**config.mk**
```make
export PLATFORM = sky130hd
export DESIGN_NAME = sort4_engine
export DESIGN_NICKNAME = d
export VERILOG_FILES = /design/src/rtl/sort_pkg.sv /design/src/rtl/cmp_swap.sv /design/src/rtl/sort4_engine.sv
export SDC_FILE = /design/constraint.sdc
export NUM_CORES = 1
export LEC_CHECK = 0
export ABC_AREA = 1
export CORE_MARGIN = 8
export CORE_UTILIZATION = 64
export CTS_CLUSTER_DIAMETER = 80
export DETAILED_ROUTE_END_ITERATION = 8
export PLACE_DENSITY = 0.94
export SYNTH_ARGS = -nofsm -noshare
export SYNTH_HDL_FRONTEND = slang
export SYNTH_HIERARCHICAL = 1
export SYNTH_SLANG_ARGS = --single-unit
```
**constraint.sdc**
```tcl
create_clock -name clk -period 9.2 [get_ports clk]
set_input_delay 1.84 -clock clk [delete_from_list [all_inputs] [get_ports clk]]
set_output_delay 1.84 -clock clk [all_outputs]
set_load 0.05 [all_outputs]
```
**src/rtl/sort_pkg.sv**
```systemverilog
// Shared types and sizing for the sort4 engine: FSM states and default batch geometry.
package sort_pkg;

  localparam int W_DEF = 4;
  localparam int N_DEF = 4;

  typedef enum logic [1:0] {
    LOAD = 2'd0,
    SORT = 2'd1,
    OUT  = 2'd2
  } state_t;

  function automatic int sort_cycles(input int n);
    return n * (n - 1) / 2;
  endfunction

  localparam int SORT_CYCLES = sort_cycles(N_DEF);
  localparam int IDX_W       = $clog2(N_DEF);

endpackage

```
**src/rtl/cmp_swap.sv**
```systemverilog
// Combinational compare-and-swap: reports a > b and presents the pair in ascending order.
module cmp_swap #(
  parameter int W = 4
) (
  input  logic [W-1:0] a,
  input  logic [W-1:0] b,
  output logic         gt,
  output logic [W-1:0] lo,
  output logic [W-1:0] hi
);

  assign gt = a > b;
  assign lo = gt ? b : a;
  assign hi = gt ? a : b;

endmodule

```
**src/rtl/sort4_engine.sv**
```systemverilog
// Batch bubble sorter: loads N operands, runs N(N-1)/2 compare-and-swap cycles,
// then streams the batch out in ascending order with a last flag on the largest.
module sort4_engine
  import sort_pkg::*;
#(
  parameter int W = W_DEF,
  parameter int N = N_DEF
) (
  input  logic         clk,
  input  logic         rst,
  input  logic         in_valid,
  output logic         in_ready,
  input  logic [W-1:0] in_data,
  output logic         out_valid,
  input  logic         out_ready,
  output logic [W-1:0] out_data,
  output logic         out_last,
  output logic         busy
);

  localparam int IW = $clog2(N);
  localparam logic [IW-1:0] LAST_IDX = IW'(N - 1);
  localparam logic [IW-1:0] LAST_PASS = IW'(N - 2);

  state_t        state;
  logic [W-1:0]  elem [N];
  logic [IW-1:0] wr_idx;
  logic [IW-1:0] rd_idx;
  logic [IW-1:0] j;
  logic [IW-1:0] pass;

  logic [IW-1:0] j_next;
  logic [IW-1:0] j_end;
  logic          gt;
  logic [W-1:0]  lo;
  logic [W-1:0]  hi;

  // Each pass bubbles the largest remaining value to the top, so the window shrinks by one.
  assign j_next = j + IW'(1);
  assign j_end  = LAST_PASS - pass;

  cmp_swap #(.W(W)) u_cmp (
    .a  (elem[j]),
    .b  (elem[j_next]),
    .gt (gt),
    .lo (lo),
    .hi (hi)
  );

  assign in_ready  = (state == LOAD);
  assign busy      = (state == SORT);
  assign out_valid = (state == OUT);
  assign out_data  = out_valid ? elem[rd_idx] : '0;
  assign out_last  = out_valid && (rd_idx == LAST_IDX);

  always_ff @(posedge clk) begin
    if (rst) begin
      state  <= LOAD;
      wr_idx <= '0;
      rd_idx <= '0;
      j      <= '0;
      pass   <= '0;
      for (int i = 0; i < N; i++) begin
        elem[i] <= '0;
      end
    end else begin
      case (state)
        LOAD: begin
          if (in_valid) begin
            elem[wr_idx] <= in_data;
            if (wr_idx == LAST_IDX) begin
              wr_idx <= '0;
              j      <= '0;
              pass   <= '0;
              state  <= SORT;
            end else begin
              wr_idx <= wr_idx + IW'(1);
            end
          end
        end
        SORT: begin
          if (gt) begin
            elem[j]      <= lo;
            elem[j_next] <= hi;
          end
          // Fixed schedule: every pass runs to its end, so latency never depends on data.
          if (j == j_end) begin
            j <= '0;
            if (pass == LAST_PASS) begin
              pass   <= '0;
              rd_idx <= '0;
              state  <= OUT;
            end else begin
              pass <= pass + IW'(1);
            end
          end else begin
            j <= j_next;
          end
        end
        OUT: begin
          if (out_ready) begin
            if (rd_idx == LAST_IDX) begin
              rd_idx <= '0;
              wr_idx <= '0;
              state  <= LOAD;
            end else begin
              rd_idx <= rd_idx + IW'(1);
            end
          end
        end
        default: state <= LOAD;
      endcase
    end
  end

endmodule

```
==> flow_metrics.env <==
export IMPL_outcome="finished clean"
export IMPL_num_vias=2398
export IMPL_ys_ff_latch=30
export IMPL_p_sw_share_pct=53.1
export IMPL_grt_max_degree=16
export IMPL_nets=372
export IMPL_hold_viol=0
export IMPL_final_cell_mix="79 x nand2_1, 44 x nor2_1, 28 x inv_1"
export IMPL_via_per_inst=6.00
export IMPL_clock_path_buffers=2
export IMPL_netlist_area_um2=2360
export IMPL_cts_htree_levels=2
export IMPL_grt_pass1_wl_um=9830
export IMPL_cts_buffers=5
export IMPL_grt_pass1_vias=2164
export IMPL_cp_arrival_ns=3.91
export IMPL_synth_top_area_share_pct=20.4
export IMPL_design_area_um2=2660
export IMPL_core_area_um2=3610
export IMPL_drtPass1Iterations=6
export IMPL_ir_worst_vdd_v=0.000154
export IMPL_hp_class="reg2reg"
export IMPL_fmax_mhz=255
export IMPL_area_growth_pct=12.6
export IMPL_syn_area_per_cell_um2=7.09
export IMPL_start_kind="register"
export IMPL_grt_total_usage_pct=20.1
export IMPL_p_int_mw=0.379
export IMPL_synth_top_area_cell="edfxtp_1"
export IMPL_cts_tree="done"
export IMPL_die_area_um2=5890
export IMPL_power_leakage_nw=1.18
export IMPL_power_share_sequential_pct=27.1
export IMPL_syn_num_nets=354
export IMPL_power_mw=0.809
export IMPL_place_area_um2=2550
export IMPL_finalWirelength_um=6130
export IMPL_crit_path_end_kind="register"
export IMPL_clkSinkCount=30
export IMPL_antenna_found_initial=0
export IMPL_syn_inst=333
export IMPL_cts_root_buf="clkbuf_8"
export IMPL_start_util_pct=65.4
export IMPL_synthTopCellsByArea="edfxtp_1 20%, nand2_1 13%, dfxtp_1 12%"
export IMPL_worstMarginPinSlew_ns=0.518
export IMPL_maxCapViolations=0
export IMPL_drv_slew=0
export IMPL_route_detailed_drc=0
export IMPL_floorplan_die_height_um=76.7
export IMPL_min_period_over_period_pct=42.7
export IMPL_final_common_cell="nand2_1"
export IMPL_max_slew_margin_pct=65.4
export IMPL_yosysUniqueCellTypes=29
export IMPL_path_max_fanout=15
export IMPL_hpwlAfterDp_um=4520
export IMPL_finalSetupViolations=0
export IMPL_clkTransAtPathRegs_ns=0.07
export IMPL_p_sw_mw=0.430
export IMPL_first_iter_violations=296
export IMPL_io_pins=16
export IMPL_gp_congestion=1.00
export IMPL_timing_setup_tns_ns=0
export IMPL_required_ns=9.18
export IMPL_clock_skew_final_ns=0.0107
export IMPL_final_antenna_net_count=0
export IMPL_power_frac_clock_pct=14.8
export IMPL_post_cts_resize_count=0
export IMPL_worst_setup_path_type="reg2reg"
export IMPL_wl_per_cell_um=15.3
export IMPL_ys_seq_area_share_pct=32.2
export IMPL_p_per_area_nw_per_um2=304
export IMPL_io_buffers=15
export IMPL_fin_ws_ns=5.27
export IMPL_dpl_worst_slack_ns=5.45
export IMPL_die_w_um=76.7
export IMPL_synth_warnings=6
export IMPL_final_layout_size_suffix_gt1_share_pct=14.8
export IMPL_rsz0062_at_grt="no"
export IMPL_clock_latency_ns=0.28
export IMPL_fin_crit_ns=3.93
export IMPL_combPwrFrac_pct=58.1
export IMPL_postCtsSetupBuffers=0
export IMPL_diodes=0
export IMPL_overflow=0
export IMPL_rows=22
export IMPL_ctsHoldBuffers=0
## stage by stage
step | std cells | hold slack (ns) | util [%]
detailed placement | 392 | 0.503 | 70.8
CTS | 400 | 0.515 | 73.7
finish | 400 | 0.518 | 73.7
global placement | 392 | 0.498 | 70.8
global route | 400 | 0.549 | 73.7
floorplan | 333 | 0.470 | -
## worst max-delay path, cell delays in order (launching register included)
cell,delay [ns]
dfxtp_1,0.53
inv_1,0.29
ha_1,0.45
inv_1,0.14
o21ai_0,0.10
o21ai_0,0.34
inv_1,0.09
ha_1,0.30
nand2_1,0.07
inv_2,0.06
nand2_1,0.06
nand2_2,0.16
nand2_4,0.11
inv_1,0.08
inv_1,0.06
nor2_4,0.17
nand3_1,0.13
nand2_2,0.14
inv_2,0.06
nand2_2,0.11
nand3_1,0.19
## power groups by stage
stage,Combinational (mW),Clock (mW),Sequential (mW)
floorplan,0.365,0,0.199
global placement,0.440,0,0.219
detailed placement,0.451,0,0.220
CTS,0.457,0.119,0.217
global route,0.517,0.125,0.223
finish,0.470,0.120,0.219
## path summary, 6_finish.rpt
path	from	endpoint	slack (ns)	depth (start not counted)
max	j[0]$_SDFFE_PP0P_	elem[1][3]$_DFFE_PP_	5.27	20
min	pass[1]$_SDFFE_PP0P_	pass[1]$_SDFFE_PP0P_	0.52	2
max reg2reg	j[0]$_SDFFE_PP0P_	elem[1][3]$_DFFE_PP_	5.27	20
min reg2reg	pass[1]$_SDFFE_PP0P_	pass[1]$_SDFFE_PP0P_	0.52	2
## logic make-up (layout without fill, tap and decap cells)
logic type	Yosys count	in the layout	synth area share [%]
simple gates	179	179	37.9
compound gates	68	68	15.3
buf+inv	43	62	7.74
flops	30	30	32.2
fa+ha+maj	13	13	6.89
## layout make-up
class                           count  area, um2
Fill cell                         252        948
Multi-Input combinational cell    260       1420
Timing Repair Buffer               15        150
Clock inverter                      2       10.0
Clock buffer                        6       93.8
Inverter                           39        166
Sequential cell                    30        761
Tap cell                           48       60.1
## Yosys cell counts
cell type and instances:
a21oi_1 16, a21oi_2 1, a31oi_1 4, buf_2 1
clkbuf_1 3, clkinv_1 1, dfxtp_1 14, edfxtp_1 16
ha_1 13, inv_1 28, inv_12 1, inv_2 8
inv_8 1, nand2_1 79, nand2_2 13, nand2_4 10
nand2_8 2, nand3_1 21, nand3_2 2, nand4_1 1
nor2_1 44, nor2_2 1, nor2_4 4, nor3_1 1
nor3_2 1, o211ai_1 1, o21ai_0 25, o21ai_1 14
o22ai_1 7
## metal layers
layer	GRT usage [%]	part of all wire [%]
met5	0	0
met4	9.23	3.3
met3	4.90	10
met2	34.2	48
met1	23.2	39
Power figures use the tool's default switching activity.
